### src/rtl/sat_counter.sv
// Saturating up-counter with synchronous clear; value updates on the edge after i_inc.
// Adds i_inc per cycle and sticks at all-ones, never wrapping; no backpressure.
module sat_counter #(
  parameter int WIDTH     = 16,
  parameter int INC_WIDTH = 1
) (
  input  logic                 i_clk,
  input  logic                 i_clr,
  input  logic [INC_WIDTH-1:0] i_inc,
  output logic [WIDTH-1:0]     o_cnt
);
  logic [WIDTH-1:0] r_cnt;
  logic [WIDTH:0]   w_sum;

  assign w_sum = {1'b0, r_cnt} + (WIDTH+1)'(i_inc);

  always_ff @(posedge i_clk) begin
    if (i_clr) begin
      r_cnt <= '0;
    end else if (w_sum[WIDTH]) begin
      r_cnt <= '1;
    end else begin
      r_cnt <= w_sum[WIDTH-1:0];
    end
  end

  assign o_cnt = r_cnt;
endmodule

### config.mk
export PLATFORM = sky130hd
export DESIGN_NAME = sat_counter
export DESIGN_NICKNAME = d
export VERILOG_FILES = /design/src/rtl/sat_counter.sv
export SDC_FILE = /design/constraint.sdc
export NUM_CORES = 1
export LEC_CHECK = 0
export CORE_MARGIN = 2
export CORE_UTILIZATION = 37
export CTS_BUF_LIST = sky130_fd_sc_hd__clkbuf_8
export DETAILED_ROUTE_END_ITERATION = 6
export PLACE_DENSITY_LB_ADDON = 0.1
export SETUP_SLACK_MARGIN = 0.02
export SLEW_MARGIN = 20
export SYNTH_ARGS = -nofsm -noshare
export SYNTH_HDL_FRONTEND = slang
export SYNTH_SLANG_ARGS = --single-unit
### constraint.sdc
create_clock -name i_clk -period 1.6 [get_ports i_clk]
set_input_delay 0.48 -clock i_clk [delete_from_list [all_inputs] [get_ports i_clk]]
set_output_delay 0.48 -clock i_clk [all_outputs]
set_load 0.02 [all_outputs]
==> results of run 1 <==
[synth_stat cells (all sizes together)]
cell     n  area share
a31o     1       0.012
nor3     3       0.035
a311oi   1       0.012
xnor2    6       0.070
nand4    5       0.070
a41oi    1       0.012
nor4     3       0.025
nor3b    1       0.010
a221oi   1       0.012
inv      2       0.010
nand2    7       0.035
and3     2       0.017
xor2     2       0.023
dfxtp   16        0.42
clkbuf   3       0.015
mux2i    1       0.013
ha       2       0.033
a211oi   2       0.020
a31oi    1      0.0083
nor2     7       0.035
nand3    5       0.033
buf      1      0.0050
a21oi   11       0.073
[where the power goes]
group | leakage, nW | switching [mW] | internal (mW)
clock | 0.0288 | 0.141 | 0.218
combinational | 0.420 | 0.0309 | 0.0310
sequential | 0.130 | 0.00637 | 0.405
[timing repair]
action                                  CTS  global route
gates cloned                              1             0
pin swaps                                 8             2
buffers inserted                          2             0
resized for setup                        29             8
endpoints found under the setup margin   32            14
hold buffers                              0             0
[per-layer routing]
metal | global-route usage | part of all wire | up-vias
li1 | - | - | 388
met2 | 0.282 | 0.48 | 15
met3 | 0.0307 | 0.030 | 5
met4 | 0.0857 | 0.019 | 0
met5 | 0 | 0 | -
met1 | 0.249 | 0.47 | 377
[worst reg2reg max path: stages (launching register included)]
cell,delay [ns]
dfxtp_1,0.39
and3_1,0.27
and3_2,0.32
nand3_1,0.10
a221oi_1,0.27
[area by class of cell]
type / instances / area share
Timing Repair Buffer: 37 / 0.257
Multi-Input combinational cell: 63 / 0.413
Clock buffer: 4 / 0.0433
Sequential cell: 16 / 0.254
Tap cell: 27 / 0.0266
Inverter: 2 / 0.00591
[cell families after synthesis]
| logic type | after synthesis |
|---|---|
| AOI/OAI and AO/OA | 18 |
| and+or+nand+nor | 33 |
| muxes | 1 |
| xor gates and xnor gates | 8 |
| buffers and inverters | 6 |
| adders and majority gates | 2 |
| DFF | 16 |
[metrics by stage]
| stage | utilization | TNS [ns] | power, mW | cells |
|---|---|---|---|---|
| after floorplan | - | -0.0237 | 0.445 | 84 |
| after global placement | 0.571 | -7.52 | 0.478 | 142 |
| after CTS | 0.643 | 0 | 0.838 | 149 |
| after detailed placement | 0.571 | -7.97 | 0.479 | 142 |
| final | 0.655 | 0 | 0.833 | 149 |
| after global routing | 0.655 | 0 | 0.872 | 149 |
[final timing paths]
| check | endpoint | slack, ns | depth (start not counted) |
|---|---|---|---|
| hold / removal | o_cnt[8] | 0.50 | 2 |
| setup reg to reg | o_cnt[8] | 0.16 | 4 |
| hold reg to reg | o_cnt[8] | 0.50 | 2 |
| setup / recovery | o_cnt[5] | 0.10 | 1 |
==> flow_metrics.env, run 1 <==
export IMPL_end_kind="primary output"
export IMPL_detail_route_first_pass_iterations=4
export IMPL_grt_max_degree=17
export IMPL_dieArea_um2=2420
export IMPL_die_h_um=49.2
export IMPL_seq_area_frac_synth=0.425
export IMPL_dp_hpwl_um=1290
export IMPL_nNetsFinal=128
export IMPL_gp_congestion=0.801
export IMPL_min_from="o_cnt[8]"
export IMPL_htreeDepth=1
export IMPL_layout_common_cells="dlygate4sd2_1 (16), buf_4 (16), dfxtp_1 (14)"
export IMPL_synth_xor_area_frac=0.0929
export IMPL_drt_iter0_markers=16
export IMPL_tightest_slew_ns=0.295
export IMPL_finalHoldViolCount=0
export IMPL_via_per_inst=5.27
export IMPL_yosysWarningCount=0
export IMPL_clock_path_buffers=2
export IMPL_fin_skew_ns=0.00217
export IMPL_ys_types=26
export IMPL_syn2layout_area_growth_pct=68.5
export IMPL_start_kind="flop"
export IMPL_postLayoutCellArea_um2=1270
export IMPL_cts_root_buffer="clkbuf_8"
export IMPL_area_sequential_um2=323
export IMPL_hp_class="flop to flop"
export IMPL_grt_pass1_vias=709
export IMPL_synthCells=84
export IMPL_criticalPathCategory="flop to primary output"
export IMPL_drive_gt1_frac=0.361
export IMPL_rsz0062_at_grt="false"
export IMPL_fmax_ghz=0.667
export IMPL_hold_ws_ns=0.503
export IMPL_synthSimpleGateAreaFrac=0.259
export IMPL_pre_cts_slack_ns=-0.533
export IMPL_num_io_pins=19
export IMPL_r2r_start="o_cnt[11]"
export IMPL_largest_reg_flops=16
export IMPL_maxSlewHeadroom=0.802
export IMPL_slowest_stage="dfxtp_1"
export IMPL_diodes=0
export IMPL_period_needed_ns=1.50
export IMPL_critPathMaxFanout=4
export IMPL_grt_use_total=0.183
export IMPL_critPathBufInv=1
export IMPL_cpPeakStageDelay_ns=0.41
export IMPL_cts_tree="built"
export IMPL_fp_coreArea_um2=1940
export IMPL_max_cap_viol_count=0
export IMPL_die_w_um=49.2
export IMPL_synth_adder_area_share=0.0332
export IMPL_rows=16
export IMPL_maxSlewViolCount=0
export IMPL_dpl_cell_area_um2=1110
export IMPL_fillers=174
export IMPL_vias=785
export IMPL_worstPathRequired_ns=1.12
export IMPL_overflow=0
export IMPL_crit_chain="dlygate4sd2_1"
export IMPL_critPathLaunch="o_cnt[5]"
export IMPL_synth_top_family_by_area="simple AND/OR/NAND/NOR gates"
export IMPL_muxShareOfSynthArea=0.0133
export IMPL_antenna_left=0
export IMPL_p_leak_nw=0.579
export IMPL_netlist_area_um2=754
export IMPL_multi_input_area_um2=526
export IMPL_avgSynthCellArea_um2=8.98
export IMPL_start_util=0.389
export IMPL_setup_slack_ns=0.100
export IMPL_ys_seq_elements=16
export IMPL_syn_nets=89
export IMPL_status="completed"
export IMPL_antenna_found_initial=0
export IMPL_cp_top_family="flip-flops"
export IMPL_portBuffers=18
export IMPL_power_per_cell_area_nw_per_um2=655
export IMPL_worstPathArrival_ns=1.02
export IMPL_synth_compound_area_frac=0.148
export IMPL_totalWireLength_um=1910
export IMPL_route_detailed_drc=0
export IMPL_insertion_delay_ns=0.25
export IMPL_avgRoutedWirePerCell_um=12.8
export IMPL_numCtsBuffers=3
export IMPL_cts_clk_slew_worst_paths_ns=0.06
export IMPL_finalCritPeriodShare=0.937
export IMPL_setup_viol=0
export IMPL_peakVddDrop_uv=452
export IMPL_grt_pass1_wl_um=3430
export IMPL_clock_sinks=16
(Power assumes the default switching activity.)
==> run 2: changes to the inputs <==
--- a/config.mk
+++ b/config.mk
@@ -5,7 +5,6 @@
 export SDC_FILE = /design/constraint.sdc
 export NUM_CORES = 1
 export LEC_CHECK = 0
-export CORE_MARGIN = 2
 export CORE_UTILIZATION = 37
 export CTS_BUF_LIST = sky130_fd_sc_hd__clkbuf_8
 export DETAILED_ROUTE_END_ITERATION = 6
==> run 2 against run 1 <==
  * Worst setup slack worse by 0.015 ns
  * First-iteration DRC count is 19% lower
  * Die area down 8.0%
  * Count of clock-buffer cells in the layout did not move
  * Non-clock buffer count decreased by 1
  * Largest cell class unchanged
==> flow_metrics.env, run 2 (same netlist as run 1, synthesis figures left out) <==
export IMPL_status="completed"
export IMPL_cts_clk_slew_worst_paths_ns=0.06
export IMPL_finalCritPeriodShare=0.947
export IMPL_tightest_slew_ns=0.354
export IMPL_clock_sinks=16
export IMPL_grt_max_degree=17
export IMPL_layout_common_cells="buf_4 (17), dlygate4sd2_1 (16), dfxtp_1 (15)"
export IMPL_clock_path_buffers=2
export IMPL_die_w_um=47.2
export IMPL_htreeDepth=1
export IMPL_portBuffers=18
export IMPL_antenna_found_initial=0
export IMPL_criticalPathCategory="flop to primary output"
export IMPL_cp_top_family="flip-flops"
export IMPL_diodes=0
export IMPL_totalWireLength_um=1940
export IMPL_fmax_ghz=0.660
export IMPL_syn2layout_area_growth_pct=59.7
export IMPL_slowest_stage="dfxtp_1"
export IMPL_insertion_delay_ns=0.25
export IMPL_period_needed_ns=1.51
export IMPL_start_util=0.414
export IMPL_maxSlewHeadroom=0.762
export IMPL_detail_route_first_pass_iterations=4
export IMPL_cts_root_buffer="clkbuf_8"
export IMPL_max_cap_viol_count=0
export IMPL_grt_pass1_vias=708
export IMPL_fp_coreArea_um2=1820
export IMPL_critPathBufInv=1
export IMPL_rows=15
export IMPL_die_h_um=47.2
export IMPL_holdBufCountCts=0
export IMPL_maxSlewViolCount=0
export IMPL_route_detailed_drc=0
export IMPL_dieArea_um2=2220
export IMPL_drt_iter0_markers=13
export IMPL_critPathMaxFanout=5
export IMPL_peakVddDrop_uv=457
export IMPL_cpPeakStageDelay_ns=0.43
export IMPL_largest_reg_flops=16
export IMPL_layout_commonest_cell="buf_4"
export IMPL_crit_chain="dlygate4sd2_1"
export IMPL_cts_tree="built"
export IMPL_worstPathRequired_ns=1.12
export IMPL_numCtsBuffers=3
export IMPL_hp_class="flop to flop"
export IMPL_power_per_cell_area_nw_per_um2=684
export IMPL_setup_viol=0
export IMPL_vias=780
export IMPL_dp_hpwl_um=1270
export IMPL_start_kind="flop"
export IMPL_drive_gt1_frac=0.300
export IMPL_fin_skew_ns=0.00106
export IMPL_via_per_inst=5.38
export IMPL_num_io_pins=19
export IMPL_rsz0062_at_grt="false"
export IMPL_p_leak_nw=0.551
export IMPL_postLayoutCellArea_um2=1200
export IMPL_finalHoldViolCount=0
export IMPL_hold_ws_ns=0.526
export IMPL_tns_ns=0
export IMPL_end_kind="primary output"
export IMPL_gp_congestion=0.814
export IMPL_grt_pass1_wl_um=3170
export IMPL_dpl_cell_area_um2=1100
export IMPL_overflow=0
export IMPL_grt_use_total=0.210
export IMPL_antenna_left=0
export IMPL_nNetsFinal=126
export IMPL_worstPathArrival_ns=1.03
export IMPL_avgRoutedWirePerCell_um=13.4
run 2: changes by cell type in the layout (fill, tap and decap cells not counted), sizes merged:
cell,delta
buf,-1
nand4,-1
run 2: layout make-up:
class                      count  area, um^2
clock buffer                   4        55.1
fill                         161         616
inverter                       2        7.51
multi-input combinational     62         487
sequential                    16         322
tap                           25        31.3
timing repair buffer          36         303
run 2: repair_timing:
item | in CTS | in global routing
gates resized for setup | 24 | 5
setup buffers | 2 | 0
setup endpoints to repair | 32 | 14
pin swaps | 6 | 2
run 2: where the power goes:
group          switching, mW  leakage (nW)  internal (mW)
registers            0.00455         0.129          0.404
clock network          0.138        0.0288          0.218
logic                 0.0297         0.393         0.0284
run 2: routing by layer:
layer / up-vias / GRT usage / part of all wire
met4: 0 / 0.126 / 0.025
met3: 6 / 0.0423 / 0.047
li1: 382 / - / -
met1: 368 / 0.275 / 0.45
met5: - / 0 / 0
met2: 24 / 0.317 / 0.47
run 2: path summary, 6_finish.rpt:
path,from,end,cells after the start,slack [ns]
max reg2reg,o_cnt[13],o_cnt[8],4,0.09
min,o_cnt[8],o_cnt[8],2,0.53
min reg2reg,o_cnt[8],o_cnt[8],2,0.53
max,o_cnt[13],o_cnt[13],1,0.09
run 2: metrics by stage:
step	worst slack [ns]	power, mW	std cells	util
after global routing	0.0279	0.864	145	0.662
after global placement	-0.523	0.476	139	0.603
final	0.0853	0.824	145	0.662
after floorplan	-0.0237	0.445	84	-
after CTS	0.0440	0.829	145	0.654
after detailed placement	-0.539	0.477	139	0.603
==> run 3: changes to the inputs <==
--- a/config.mk
+++ b/config.mk
@@ -8,7 +8,9 @@
 export CORE_UTILIZATION = 37
 export CTS_BUF_LIST = sky130_fd_sc_hd__clkbuf_8
 export DETAILED_ROUTE_END_ITERATION = 6
+export HOLD_SLACK_MARGIN = 0.06
 export PLACE_DENSITY_LB_ADDON = 0.1
+export RECOVER_POWER = 50
 export SETUP_SLACK_MARGIN = 0.02
 export SLEW_MARGIN = 20
 export SYNTH_ARGS = -nofsm -noshare
==> results of run 3 <==
The final DEF is identical to that of run 2; final timing and power are the same.
